$ cat config.mk
export PLATFORM = sky130hd
export DESIGN_NAME = br_write_arbiter
export DESIGN_NICKNAME = d
export VERILOG_FILES = /design/src/rtl/br_pkg.sv /design/src/rtl/br_req_fifo.sv /design/src/rtl/br_write_arbiter.sv
export SDC_FILE = /design/constraint.sdc
export NUM_CORES = 1
export LEC_CHECK = 0
export ABC_AREA = 1
export CORE_MARGIN = 4
export CORE_UTILIZATION = 55
export DETAILED_ROUTE_END_ITERATION = 12
export PLACE_DENSITY = 0.78
export REMOVE_ABC_BUFFERS = 1
export SLEW_MARGIN = 40
export SYNTH_ARGS = -nofsm -noshare
export SYNTH_HDL_FRONTEND = slang
export SYNTH_SLANG_ARGS = --single-unit
$ cat constraint.sdc
create_clock -name clk -period 6.4 [get_ports clk]
set_input_delay 1.6 -clock clk [delete_from_list [all_inputs] [get_ports clk]]
set_output_delay 1.6 -clock clk [all_outputs]
set_load 0.02 [all_outputs]
$ cat src/rtl/br_pkg.sv
`default_nettype none
// ============================================================================
// Module  : br_pkg
// Brief   : Shared widths and the write-request record used by the register
//           bank write arbiter and its per-requester FIFOs.
// Revision: 1.0 - initial release
// ============================================================================
package br_pkg;

    localparam int ADDR_W   = 5;
    localparam int DATA_W   = 32;
    localparam int NUM_REGS = 2 ** ADDR_W;

    // Register $zero: writes to it are consumed without reaching the bank.
    localparam logic [ADDR_W-1:0] REG_ZERO = '0;

    typedef struct packed {
        logic [ADDR_W-1:0] adrs;
        logic [DATA_W-1:0] data;
    } br_wr_t;

endpackage
`default_nettype wire

$ cat src/rtl/br_req_fifo.sv
`default_nettype none
// ============================================================================
// Module  : br_req_fifo
// Brief   : Small synchronous FIFO of write requests. Every slot carries its
//           own valid bit, so the pending-register vector can be built
//           straight from the storage without decoding pointers.
// Revision: 1.0 - initial release
// ============================================================================
module br_req_fifo
    import br_pkg::*;
#(
    parameter int DEPTH = 2
) (
    input  logic                             clk,
    input  logic                             rst_n,
    input  logic                             i_push,
    input  br_wr_t                           i_data,
    input  logic                             i_pop,
    output logic                             o_full,
    output logic                             o_empty,
    output br_wr_t                           o_head,
    output logic [DEPTH-1:0]                 o_entry_vld,
    output logic [DEPTH-1:0][ADDR_W-1:0]     o_entry_adrs
);

    localparam int                 c_PTR_W = (DEPTH > 1) ? $clog2(DEPTH) : 1;
    localparam logic [c_PTR_W-1:0] c_LAST  = c_PTR_W'(DEPTH - 1);

    br_wr_t             r_mem [DEPTH];
    logic [DEPTH-1:0]   r_vld;
    logic [c_PTR_W-1:0] r_wr_ptr;
    logic [c_PTR_W-1:0] r_rd_ptr;

    // Ring pointer advance that also works for non-power-of-two depths.
    function automatic logic [c_PTR_W-1:0] f_next(input logic [c_PTR_W-1:0] p);
        return (p == c_LAST) ? '0 : p + 1'b1;
    endfunction

    // Control state: slot valids and ring pointers. The caller never pushes
    // while full nor pops while empty, so push and pop never hit the same slot.
    always_ff @(posedge clk) begin
        if (!rst_n) begin
            r_vld    <= '0;
            r_wr_ptr <= '0;
            r_rd_ptr <= '0;
        end else begin
            if (i_pop) begin
                r_vld[r_rd_ptr] <= 1'b0;
                r_rd_ptr        <= f_next(r_rd_ptr);
            end
            if (i_push) begin
                r_vld[r_wr_ptr] <= 1'b1;
                r_wr_ptr        <= f_next(r_wr_ptr);
            end
        end
    end

    // Payload storage needs no reset; slot valids qualify every read.
    always_ff @(posedge clk) begin
        if (i_push) begin
            r_mem[r_wr_ptr] <= i_data;
        end
    end

    assign o_full      = &r_vld;
    assign o_empty     = ~|r_vld;
    assign o_head      = r_mem[r_rd_ptr];
    assign o_entry_vld = r_vld;

    generate
        for (genvar gi = 0; gi < DEPTH; gi++) begin : g_entry
            assign o_entry_adrs[gi] = r_mem[gi].adrs;
        end
    endgenerate

endmodule
`default_nettype wire

$ cat src/rtl/br_write_arbiter.sv
`default_nettype none
// ============================================================================
// Module  : br_write_arbiter
// Brief   : Shares the register bank write port between the ALU result (A)
//           and memory load (B) writeback paths. Each path is buffered in a
//           small FIFO; heads are granted round-robin into registered bank
//           write outputs. A pending vector flags registers with a write
//           still queued or on the port.
// Revision: 1.0 - initial release
// ============================================================================
module br_write_arbiter
    import br_pkg::*;
#(
    parameter int DEPTH = 2
) (
    input  logic                clk,
    input  logic                rst_n,
    input  logic                a_valid,
    output logic                a_ready,
    input  logic [ADDR_W-1:0]   a_adrs,
    input  logic [DATA_W-1:0]   a_data,
    input  logic                b_valid,
    output logic                b_ready,
    input  logic [ADDR_W-1:0]   b_adrs,
    input  logic [DATA_W-1:0]   b_data,
    output logic                RegEn,
    output logic [ADDR_W-1:0]   adrsWrite,
    output logic [DATA_W-1:0]   write,
    output logic [NUM_REGS-1:0] pending
);

    logic                         w_a_full, w_a_empty, w_b_full, w_b_empty;
    logic                         w_a_push, w_b_push, w_pop_a, w_pop_b;
    br_wr_t                       w_a_wr, w_b_wr, w_a_head, w_b_head, w_head;
    logic [DEPTH-1:0]             w_a_vld, w_b_vld;
    logic [DEPTH-1:0][ADDR_W-1:0] w_a_adrs, w_b_adrs;
    logic [NUM_REGS-1:0]          w_pending;

    logic                         r_regen;
    logic [ADDR_W-1:0]            r_adrs;
    logic [DATA_W-1:0]            r_data;
    logic                         r_tie_a;   // 1: A wins the next tie

    // Ready depends only on occupancy before any same-cycle pop, so a full
    // FIFO refuses a push even in the cycle its head leaves.
    assign a_ready  = ~w_a_full;
    assign b_ready  = ~w_b_full;
    assign w_a_push = a_valid & ~w_a_full;
    assign w_b_push = b_valid & ~w_b_full;
    assign w_a_wr   = '{adrs: a_adrs, data: a_data};
    assign w_b_wr   = '{adrs: b_adrs, data: b_data};

    // Round-robin grant: a lone non-empty FIFO always wins.
    assign w_pop_a = ~w_a_empty & (w_b_empty | r_tie_a);
    assign w_pop_b = ~w_b_empty & (w_a_empty | ~r_tie_a);
    assign w_head  = w_pop_a ? w_a_head : w_b_head;

    br_req_fifo #(.DEPTH(DEPTH)) u_fifo_a (
        .clk          (clk),
        .rst_n        (rst_n),
        .i_push       (w_a_push),
        .i_data       (w_a_wr),
        .i_pop        (w_pop_a),
        .o_full       (w_a_full),
        .o_empty      (w_a_empty),
        .o_head       (w_a_head),
        .o_entry_vld  (w_a_vld),
        .o_entry_adrs (w_a_adrs)
    );

    br_req_fifo #(.DEPTH(DEPTH)) u_fifo_b (
        .clk          (clk),
        .rst_n        (rst_n),
        .i_push       (w_b_push),
        .i_data       (w_b_wr),
        .i_pop        (w_pop_b),
        .o_full       (w_b_full),
        .o_empty      (w_b_empty),
        .o_head       (w_b_head),
        .o_entry_vld  (w_b_vld),
        .o_entry_adrs (w_b_adrs)
    );

    // Output register: load the granted head; $zero writes are swallowed.
    always_ff @(posedge clk) begin
        if (!rst_n) begin
            r_regen <= 1'b0;
            r_adrs  <= '0;
            r_data  <= '0;
            r_tie_a <= 1'b1;
        end else if (w_pop_a | w_pop_b) begin
            r_regen <= (w_head.adrs != REG_ZERO);
            r_adrs  <= w_head.adrs;
            r_data  <= w_head.data;
            r_tie_a <= w_pop_b;
        end else begin
            r_regen <= 1'b0;
        end
    end

    // Pending vector: every queued destination plus the one on the port.
    always_comb begin
        w_pending = '0;
        for (int i = 0; i < DEPTH; i++) begin
            if (w_a_vld[i]) w_pending[w_a_adrs[i]] = 1'b1;
            if (w_b_vld[i]) w_pending[w_b_adrs[i]] = 1'b1;
        end
        if (r_regen) w_pending[r_adrs] = 1'b1;
        w_pending[0] = 1'b0;
    end

    assign RegEn     = r_regen;
    assign adrsWrite = r_adrs;
    assign write     = r_data;
    assign pending   = w_pending;

endmodule
`default_nettype wire
==> results of run 1 <==
[worst max-delay path, cell delays in order (launching register included)]
cell	delay (ns)
dfxtp_1	0.48
inv_1	0.08
nor3_1	0.61
inv_1	0.18
nor2_1	0.14
a21oi_1	0.05
o211ai_1	0.11
clkdlybuf4s50_1	0.65
[state kept, by name, summed over array words and instances (netlist names), named ones only]
| register | flops |
|---|---|
| u_fifo_b.r_mem | 74 |
| adrsWrite | 5 |
| u_fifo_a.r_mem | 74 |
| write | 32 |
| u_fifo_b.r_rd_ptr | 1 |
| r_tie_a | 1 |
| RegEn | 1 |
| u_fifo_b.r_wr_ptr | 1 |
| u_fifo_b.o_entry_vld | 2 |
| u_fifo_a.o_entry_vld | 2 |
| u_fifo_a.r_rd_ptr | 1 |
| u_fifo_a.r_wr_ptr | 1 |
[cell type report]
type,instances,area (um2),share of cell area
sequential,197,5430,0.492
multi-input combinational,579,2790,0.253
timing repair buffer,155,1540,0.139
clock buffer,17,425,0.0385
inverter,99,372,0.0337
tap,211,264,0.0239
clock inverter,15,215,0.0195
[layout by cell type (no fill, tap or decap), drive strengths merged, types with 5 or more instances in the layout]
cell | synthesis | final
clkinv | 1 | 6
inv | 98 | 107
clkdlybuf4s50 | 0 | 147
o2111ai | 11 | 11
nor3 | 18 | 18
nand2 | 215 | 215
clkbuf | 12 | 17
o22a | 12 | 12
o22ai | 22 | 22
dfxtp | 49 | 49
a21oi | 59 | 59
nor2 | 69 | 69
o211ai | 5 | 5
buf | 23 | 8
nand3 | 79 | 79
edfxtp | 148 | 148
o21ai | 83 | 83
[synth_stat cells, types with 4 or more instances]
cell | count | area (um2)
nand2_1 | 214 | 803
edfxtp_1 | 148 | 4440
inv_1 | 96 | 360
nand3_1 | 79 | 395
nor2_1 | 65 | 244
o21ai_0 | 63 | 315
a21oi_1 | 59 | 295
dfxtp_1 | 49 | 981
o22ai_1 | 22 | 138
o21ai_1 | 19 | 95.1
buf_2 | 15 | 75.1
nor3_1 | 14 | 70.1
clkbuf_1 | 12 | 45.0
o22a_1 | 12 | 105
o2111ai_1 | 11 | 96.3
buf_4 | 5 | 37.5
o211ai_1 | 5 | 37.5
nor3_4 | 4 | 65.1
[power groups by stage]
stage | registers [mW] | clock network (mW) | logic [mW]
2_1_floorplan | 1.61 | 0 | 0.234
3_3_place_gp | 1.57 | 0 | 0.527
3_5_place_dp | 1.58 | 0 | 0.538
4_1_cts | 1.55 | 1.13 | 0.545
5_1_grt | 1.56 | 1.19 | 0.593
6_report | 1.55 | 1.12 | 0.546
[through the flow]
step           std cells  setup slack [ns]  cell area, um2  total power [mW]  hold slack (ns)
6_report            1273              2.06           11000              3.22            0.481
5_1_grt             1273              1.87           11000              3.34            0.499
4_1_cts             1273              2.12           11000              3.22            0.479
3_5_place_dp        1241              2.60           10400              2.11            0.467
3_3_place_gp        1240              2.61           10400              2.10            0.465
2_1_floorplan        875              2.69            8560              1.85            0.442
[metal layers]
| layer | global-route usage | vias to the layer above |
|---|---|---|
| met5 | 0 | - |
| met4 | 0.103 | 2 |
| met3 | 0.0705 | 78 |
| met2 | 0.445 | 442 |
| met1 | 0.352 | 3422 |
| li1 | - | 3420 |
[logic make-up after synthesis]
logic type             after synthesis  synth area share
buffers and inverters              134            0.0635
and+or+nand+nor                    381             0.186
muxes                                2           0.00229
other                                1          0.000429
DFF                                197             0.621
AOI/OAI and AO/OA                  195             0.127
[final timing paths]
check | endpoint | slack (ns) | depth (start not counted)
setup / recovery | pending[20] | 2.06 | 7
hold / removal | write[0] | 0.48 | 2
setup reg to reg | write[21] | 3.97 | 6
hold reg to reg | write[0] | 0.48 | 2
==> impl_results.md, run 1 <==
- Period utilization: 0.678
- Sequential cell area fraction in the yosys report: 0.621
- Syn Area/Cell: roughly 9.6 um2
- Vias in the first global route: 6923
- Met2 Routed Length: approximately 12000 um
- CTS tree: built
- Power density over cell area: 292 nW/um2
- WL final: 24600 um
- Port buffer count: 148
- Post-route ant nets: 0
- Skew final: 0.0138 ns
- Top Metal Used: met5
- Core area: 15400 um2
- Relative slew slack: 0.435
- CTS Buf Count: 17
- Slew Viols, Final: 0
- Cell leakage power: 4.30 nW
- Main synth FF type: edfxtp_1
- Initial core utilization: 0.569
- Die area: 18000 um2
- Post-cts resize count: 0
- Remaining DRCs: 0
- Htree depth: 4
- Synth warnings: 0
- Worst-margin pin slew: 0.848 ns
- DR vias: 7364
- HPWL after DPL: ~17000 um
- Critical Path RT: 4.80 ns
- Final core utilization: 0.718
- Minimum clock period after layout: roughly 4.3 ns
- Inserted Diodes: 0
- Number of synthesized flops with an enable pin: 148
- Peak VDD IR: 0.000389 V
- Initial DRT Pass Iterations: 6
- Final setup fails: 0
- Synth-to-Final Area Change: 26.2%
- Wire length on met1: 9790 um
- RSZ-0062 raised after global routing: false
- Setup CP Type: flip-flop to output port
- Max Buffers Root-to-Sink: 2
- Status: completed
- Synth Cell Area: 8740 um2
- Die Width: between 100 and 150 um
- DR iter-0 viols: 942
- Net switching power: around 960 uW
- Layout cell share with drive strength beyond 1: 0.0556
- DR WL/cell: 19.4 um
- Worst Path Arrival: 2.74 ns
- Nets: 1127
- Total gr overflow: 0
- Syn Inst Count: between 900 and 1000
- Worst-path clk slew: ~0.070 ns
- Via density: 5.78
- Synth Register Bits: a little under 200
- Max Cap Viol: 0
- Fillcell total: roughly 1100
- Power share of the combinational group: 0.170
- Min-delay src: write[0]
- GRT Total Usage: 0.272
- Setup TNS: 0 ns
- Synth async-reset ratio: 0
- Hold_buf cts: 0
- Largest net degree at the start of global routing: 63
- Met3 wire len: 2350 um
- Startpoint types: flip-flop
- Root Buffer: clkbuf_16
- Hold Path Class: flip-flop to flip-flop
- Sequential power share: 0.482
- Fmax: about 230 MHz
- Skew-Pair Late Insertion Delay: ~0.44 ns
- Gpl congestion: just under 1
- DIE HEIGHT: 134 um
- Critical Path Source: u_fifo_a.o_entry_vld[1]
- Initial antenna violation count: 1
- Sw frac: 0.297
- Clk sinks: ~200
- Placement Rows: 45
- Hold Vio Cnt, Final: 0
- Internal power: 2.26 mW
- Distinct cells, synth: 29
- Post-CTS Setup Bufs: 0
- First-pass GRT wire length: 37600 um
- Critical Path Sink Type: output port
- Top Ports: 150
- Critical Path Fanout Max: 7
- Clock share of power: 0.349
No activity file was read; power rests on OpenSTA's default activity.
==> inputs of run 2 (changes only) <==
Settings changed: CORE_UTILIZATION 55 to 48, PLACE_DENSITY 0.78 to 0.72.
Clock period 6.4 ns to 3.8 ns, I/O delays scaled along.
==> run 2 against run 1 <==
Utilization down 10 points. Cell area up 0.15%. First-iteration DRC count down 27%. Combinational power up 70%. Die area up 14%. Critical path depth down 3. Hold slack better by 0.0056 ns. Sequential share of layout area down 0.073 points. Sequential power up 68%. Via count down 2.8%. Clock power up 56%. Count of clock-buffer cells in the layout unchanged. Largest power group unchanged.
==> impl_results.md, run 2 (synthesis gave the netlist of run 1 again) <==
- Core area: 18000 um2 (+17%)
- Hold Vio Cnt, Final: 0 (unchanged)
- Max Cap Viol: 0 (unchanged)
- HPWL after DPL: 16800 um (-0.75%)
- Critical Path Sink Type: output port
- GRT Total Usage: 0.241 (-0.0308)
- WL final: 24300 um (-1.4%)
- Gpl congestion: 1.01 (+2.9%)
- Skew-Pair Late Insertion Delay: 0.44 ns (about the same)
- First-pass GRT wire length: 37300 um (-0.75%)
- Total gr overflow: 0 (unchanged)
- Setup CP Type: flip-flop to output port
- Relative slew slack: 0.517 (+0.0823)
- Startpoint types: flip-flop
- DR iter-0 viols: 691 (-27%)
- Largest net degree at the start of global routing: 52 (-17%)
- Commonest non-fill, non-tap cells in the layout: nand2_1 (213), edfxtp_1 (148), clkdlybuf4s50_1 (147)
- DIE HEIGHT: 143 um (+6.6%)
- DR WL/cell: 18.8 um (-3.0%)
- Layout cell share with drive strength beyond 1: 0.0592 (+0.00360)
- CTS tree: built
- Commonest non-fill, non-tap cell in the layout: nand2_1
- Fmax: between 200 and 300 MHz
- Placement Rows: 49 (+8.9%)
- Critical Path Fanout Max: 8 (+1)
- Max Buffers Root-to-Sink: 2 (unchanged)
- WHS Path Cells: 2 (unchanged)
- Synth-to-Final Area Change: 26.4%
- Hold_buf cts: 0 (unchanged)
- Worst-path clk slew: 0.07 ns (about the same)
- Fillcell total: 1447 (+30%)
- Top Ports: 150 (unchanged)
- Root Buffer: clkbuf_16
- Skew final: 0.0121 ns (-0.00177 ns)
- Final setup fails: 0 (unchanged)
- Initial DRT Pass Iterations: 6 (unchanged)
- RSZ-0062 raised after global routing: false
- DR vias: 7158 (-2.8%)
- Inserted Diodes: 0 (unchanged)
- Initial antenna violation count: 0 (-1)
- Vias in the first global route: 6789 (-1.9%)
- Post-cts resize count: 0 (unchanged)
- Worst Path Arrival: 2.51 ns (-0.23 ns)
- Clk sinks: 197 (unchanged)
- CTS Buf Count: 17 (unchanged)
- Via density: 5.53 (-4.4%)
- Nets: 1131 (+0.35%)
- Post-Layout Cell Count: 1294 (+1.6%)
- Post-CTS Setup Bufs: 0 (unchanged)
- Htree depth: 4 (unchanged)
- Final instance area: 11100 um2 (+0.15%)
- Remaining DRCs: 0 (unchanged)
- Port buffer count: 148 (unchanged)
- Hold Path Class: flip-flop to flip-flop
- Die Width: 143 um (+6.6%)
- Peak VDD IR: 0.000351 V (-9.7%)
- Placed inst area: 10500 um2 (+0.67%)
- Setup TNS: 0 ns (unchanged)
- Critical Path RT: 2.85 ns (-1.95 ns)
- Period utilization: 0.911
- Post-route ant nets: 0 (unchanged)
- Post-Place Cells: 1263 (+1.8%)
- Initial core utilization: 0.487 (-0.0821)
- Worst Setup Slack, final: 0.339 ns (-1.72 ns)
- Cell leakage power: 4.30 nW (about the same)
- Power density over cell area: 477 nW/um2 (+64%)
- Die area: 20400 um2 (+14%)
- Worst r2r path cells: 5 (-1)
- Place WS: 0.581 ns (-2.02 ns)
- Status: completed
- Worst-margin pin slew: 0.724 ns (-0.124 ns)
- Slew Viols, Final: 0 (unchanged)
- Minimum clock period after layout: 3.46 ns
==> run 2: area by class of cell <==
type                    count  area (um2)  area share
flip-flops and latches    197        5430       0.491
multi-input cells         579        2800       0.253
repair buffers            159        1580       0.143
clock buffers              17         425      0.0385
inverters                  99         372      0.0336
well taps                 229         287      0.0259
clock inverters            14         156      0.0141
==> run 2: where the power goes <==
| group | switching, mW | internal (mW) | total [mW] |
|---|---|---|---|
| logic | 0.572 | 0.355 | 0.927 |
| registers | 0.112 | 2.49 | 2.60 |
| clock network | 0.866 | 0.881 | 1.75 |
| total | 1.55 | 3.72 | 5.28 |
==> run 2: worst paths after layout <==
path                            from           end  slack [ns]
min                u_fifo_a.r_rd_ptr     flip-flop        0.49
max reg2reg  u_fifo_b.o_entry_vld[0]  adrsWrite[3]        1.85
min reg2reg        u_fifo_a.r_rd_ptr     flip-flop        0.49
max          u_fifo_b.o_entry_vld[0]    pending[3]        0.34
==> run 2: worst max-delay path, cell delays in order, from the launching register on <==
cell             delay, ns
dfxtp_1               0.53
nand3_1               0.47
o22a_1                0.35
nand2_1               0.10
clkdlybuf4s50_1       0.62
==> run 2: routing by layer <==
metal	routed length (um)	vias to the layer above	GRT usage	part of all wire
li1	-	3440	-	-
met1	9960	3343	0.319	0.41
met2	11500	327	0.389	0.47
met3	2270	48	0.0703	0.094
met4	556	0	0.0730	0.023
met5	0	-	0	0
==> run 2: per-stage QoR <==
stage	hold slack, ns	total power [mW]	util
floorplan	0.442	3.11	-
global placement	0.470	3.56	0.582
CTS	0.488	5.30	0.615
detailed placement	0.474	3.57	0.583
global route	0.509	5.51	0.615
finish	0.486	5.28	0.615
==> inputs of run 3 (changes only) <==
Settings changed: PLACE_DENSITY 0.72 to 0.82.
==> run 3 against run 2 <==
Register-to-register slack better by 0.03 ns. Utilization up 0.35 points. Cell area up 0.57%. Critical path depth up 1. Clock power up 6%. Sequential power about the same. Global-route usage down 0.19 points. Via count up 1.6%. Wire length up 1.5%. Flip-flop and latch count unchanged. Die area unchanged. Critical endpoint is now pending[18]. Largest cell class unchanged. Largest power group unchanged.
==> impl_results.md, run 3 (synthesis gave the netlist of run 1 again) <==
- Commonest non-fill, non-tap cell in the layout: nand2_1
- DR vias: 7272 (+1.6%)
- Worst-path clk slew: 0.06 ns (about the same)
- Initial antenna violation count: 1 (+1)
- Placement Rows: 49 (unchanged)
- Initial core utilization: 0.487 (unchanged)
- Setup TNS: 0 ns (unchanged)
- HPWL after DPL: 17200 um (+2.6%)
- Crit path to: pending[18]
- Nets: 1132 (+0.088%)
- Synth-to-Final Area Change: 27.2%
- DR WL/cell: 19.0 um (+1.3%)
- Hold_buf cts: 0 (unchanged)
- Total gr overflow: 0 (unchanged)
- Cell leakage power: 4.33 nW (+0.64%)
- Critical Path Source: u_fifo_b.o_entry_vld[1]
- Power density over cell area: 485 nW/um2 (+1.6%)
- Gpl congestion: 0.973 (-3.3%)
- Minimum clock period after layout: 3.48 ns (+0.0188 ns)
- GRT Total Usage: 0.239 (-0.00191)
- Worst-margin pin slew: 0.675 ns (-0.0490 ns)
- Skew final: 0.0111 ns (-0.00103 ns)
- Top Ports: 150 (unchanged)
- WL final: 24700 um (+1.5%)
- Critical Path Fanout Max: 8 (unchanged)
- Setup CP Type: flip-flop to output port
- RSZ-0062 raised after global routing: false
- First-pass GRT wire length: 37400 um (+0.18%)
- Remaining DRCs: 0 (unchanged)
- Reg2reg end: u_fifo_b.r_mem[1][30]
- Hold Path Class: flip-flop to flip-flop
- Port buffer count: 148 (unchanged)
- Status: completed
- Post-route ant nets: 0 (unchanged)
- Slew Viols, Final: 0 (unchanged)
- Core area: 18000 um2 (unchanged)
- Worst Path Arrival: 2.53 ns (+0.02 ns)
- Peak VDD IR: 0.000347 V (-1.1%)
- Clk sinks: 197 (unchanged)
- Period utilization: 0.916 (+0.00495)
- Critical Path RT: 2.85 ns (about the same)
- DR iter-0 viols: 680 (-1.6%)
- Flop-to-flop setup slack: 1.88 ns (+0.03 ns)
- Max Buffers Root-to-Sink: 2 (unchanged)
- Largest net degree at the start of global routing: 49 (-5.8%)
- CTS Buf Count: 17 (unchanged)
- Fmax: 287 MHz (-0.54%)
- Vias in the first global route: 7131 (+5.0%)
- Commonest non-fill, non-tap cells in the layout: nand2_1 (213), edfxtp_1 (148), clkdlybuf4s50_1 (147)
- DIE HEIGHT: 143 um (unchanged)
- Via density: 5.61 (+1.4%)
- Critical Path Sink Type: output port
- Startpoint types: flip-flop
- Skew-Pair Late Insertion Delay: 0.42 ns (-0.02 ns)
- Hold Vio Cnt, Final: 0 (unchanged)
- Die area: 20400 um2 (unchanged)
- Final setup fails: 0 (unchanged)
- CTS tree: built
- Reg2reg start: u_fifo_b.o_entry_vld[0]
- Die Width: 143 um (unchanged)
- Root Buffer: clkbuf_16
- Initial DRT Pass Iterations: 5 (-1)
- Max Cap Viol: 0 (unchanged)
- Design Power: 5.39 mW (+2.2%)
- Htree depth: 4 (unchanged)
- Worst r2r path cells: 4 (-1)
- Relative slew slack: 0.550 (+0.0333)
- Layout cell share with drive strength beyond 1: 0.0572 (-0.00199)
## run 3: cell count changes in the layout (fill, tap and decap cells not counted), sizes merged
cell,previous run,this run
diode,0,1
inv,106,99
clkinv,7,4
bufinv,0,3
buf,12,13
clkbuf,17,25
## run 3: report_power, final
group | switching, mW | internal [mW]
Combinational | 0.582 | 0.360
Sequential | 0.108 | 2.49
Clock | 0.741 | 1.11
## run 3: critical path: stages, from the launching register on
cell	delay (ns)
dfxtp_1	0.48
inv_1	0.24
nor3_4	0.49
nand2_1	0.11
o2111ai_1	0.14
clkdlybuf4s50_1	0.65
## run 3: what timing repair did
item / in CTS / in global routing
gates resized for setup: 0 / 1
buffers inserted: 0 / 0
endpoints found under the setup margin: 0 / 1
## run 3: through the flow
stage | std cells | utilization | worst slack [ns] | cell area [um2] | hold slack [ns]
after floorplan | 875 | - | 0.739 | 8560 | 0.442
after global placement | 1263 | 0.583 | 0.610 | 10500 | 0.469
after detailed placement | 1264 | 0.584 | 0.614 | 10500 | 0.476
after CTS | 1296 | 0.618 | 0.153 | 11100 | 0.492
after global routing | 1297 | 0.619 | 0.203 | 11100 | 0.512
final | 1297 | 0.619 | 0.320 | 11100 | 0.487
## run 3: routing by layer
metal / global-route usage / up-vias / wire (um)
li1: - / 3424 / -
met1: 0.298 / 3450 / 9800
met2: 0.404 / 343 / 12100
met3: 0.0633 / 55 / 2000
met4: 0.0865 / 0 / 712
met5: 0 / - / 0
## run 3: worst min-delay path by stage
stage	from	to	slack, ns	cells past startpoint
2_1_floorplan	u_fifo_a.r_wr_ptr	u_fifo_a.r_wr_ptr	0.44	2
3_3_place_gp	u_fifo_b.r_rd_ptr	flip-flop	0.47	1
3_5_place_dp	write[7]	write[7]	0.48	2
4_1_cts	write[0]	write[0]	0.49	2
5_1_grt	write[21]	write[21]	0.51	2
6_report	write[0]	write[0]	0.49	2
## run 3: cell type report
cell class / instances / area, um2
diodes: 1 / 2.50
clock buffers: 25 / 495
clock inverters: 7 / 121
fillers: 1415 / 6850
inverters: 99 / 372
multi-input cells: 579 / 2800
flip-flops and latches: 197 / 5430
well taps: 229 / 287
repair buffers: 160 / 1610
==> patch, RTL diff (flow settings as in run 2) <==
`DEPTH` is set to 2 in 2 places; all go to 1.
--- a/src/rtl/br_req_fifo.sv
+++ b/src/rtl/br_req_fifo.sv
@@ -9,7 +9,7 @@
 module br_req_fifo
     import br_pkg::*;
 #(
-    parameter int DEPTH = 2
+    parameter int DEPTH = 1
 ) (
     input  logic                             clk,
     input  logic                             rst_n,
--- a/src/rtl/br_write_arbiter.sv
+++ b/src/rtl/br_write_arbiter.sv
@@ -11,7 +11,7 @@
 module br_write_arbiter
     import br_pkg::*;
 #(
-    parameter int DEPTH = 2
+    parameter int DEPTH = 1
 ) (
     input  logic                clk,
     input  logic                rst_n,
Formal check against the unedited RTL: not equivalent (Yosys sat finds a counterexample within 4 cycles, from zero or initial values and one cycle with rst_n low).
==> patch against run 2 <==
Power fell by 32%. Clock skew is 0.0036 ns lower. Worst hold slack got worse by 0.013 ns. Highest routed layer unchanged. Register-to-register slack got worse by 0.30 ns. Cell area fell by 37%. Count of clock-buffer cells in the layout rose by 7. Critical path type unchanged. Synthesized area shrank 46%. Critical endpoint is now pending[31]. Setup slack worse by 0.17 ns. Routed wire length shrank 40%. Sequential cell count shrank 82. Largest power group is now the clock network.
==> patch: results (changes against run 2) <==
.. list-table::
   :header-rows: 1

   * - Metric
     - Value
   * - WL per Instance
     - 18.35 µm (-2.3%)
   * - Family with the most delay on the worst path
     - simple AND/OR/NAND/NOR gates
   * - Number of synthesized flops with an enable pin
     - 74 (-50%)
   * - Cell types with the largest area share after synthesis
     - edfxtp_1 (47%), dfxtp_1 (17%), nand2_1 (8.8%)
   * - Growth of design area from synthesis to finish
     - 47.32%
   * - Cell total after placement
     - 755 (-40%)
   * - Clock Sinks
     - 115 (-42%)
   * - Global-route met3 utilization
     - 0.07259 (+0.002257)
   * - Via count
     - 4265 (-40%)
   * - Total length of routed met2 wires
     - 7.147 mm (-38%)
   * - Critical Path Sink
     - pending[31]
   * - Number of global-route vias before repair
     - 4437 (-35%)
   * - Outcome
     - finished, final reports clean
   * - Clock tree root buffer cell
     - clkbuf_8
   * - Count of placed standard cells in the final layout, fillers left out
     - 788 (-39%)
   * - Post-detailed-placement cell area
     - 6360 µm² (-39%)
   * - Fillers
     - 722 (-50%)
   * - Clock network share of area
     - 0.08904 (+0.03641)
   * - Power density over the cells
     - 513.1 nW/µm² (+7.5%)
   * - Clock distribution power
     - 1640 µW (-6%)
   * - Multi-input combinational area share
     - 0.2172 (-0.03606)
   * - Largest net degree at the start of global routing
     - 40 (-23%)
   * - Reg2Reg Depth
     - 4 (-1)
   * - Comb power
     - 468 µW (-50%)
   * - Wire length on met1
     - 5.770 mm (-42%)
   * - Maximum achievable frequency
     - 275.1 MHz (-4.8%)
   * - Most frequent cells after synthesis
     - nand2_1 (111), edfxtp_1 (74), nand3_1 (68), dfxtp_1 (41)
   * - Compound-cell area share of the yosys netlist
     - 0.07834 (-0.04904)
   * - Share of post-route cells with drive strength above 1
     - 0.08244 (+0.02329)
   * - Worst setup slack for register-to-register paths
     - 1.55 ns (-0.30 ns)
   * - Number of non-clock inverters in the layout
     - 23 (-77%)
   * - GRT met2 Usage
     - 0.4298 (+0.04087)
   * - Part of the Yosys area used for sequential elements
     - 0.6393 (+0.01875)
   * - Count of routing violations after the opening detailed-route iteration
     - 288 (-58%)
==> patch: cell count changes after synthesis, sizes merged, moves of 8 or more <==
cell	before	now
o22ai	22	0
edfxtp	148	74
buf	23	11
o21ai	83	69
nand3	79	68
nor2	69	37
inv	98	23
a21oi	59	1
nand2	215	113
o2111ai	11	0
o22a	12	0
nor3	18	36
dfxtp	49	41
==> patch: tightest hold or removal path, delay by kind of cell (launching register included) <==
family             cells  cell delay (ns)
and+or+nand+nor        1             0.07
AOI/OAI and AO/OA      1             0.05
DFF                    1             0.31
==> patch: what timing repair did <==
| action | CTS | global route |
|---|---|---|
| resized for setup | 0 | 0 |
| setup buffers | 0 | 0 |
| setup endpoints to repair | 0 | 4 |
==> patch: worst min path at each step <==
stage,from,to,slack [ns],cells past startpoint
floorplan,r_tie_a,u_fifo_b.o_entry_vld,0.46,2
global placement,write[29],write[29],0.46,2
detailed placement,write[22],write[22],0.47,2
CTS,write[16],write[16],0.48,2
global route,write[14],write[14],0.50,2
finish,write[16],write[16],0.47,2
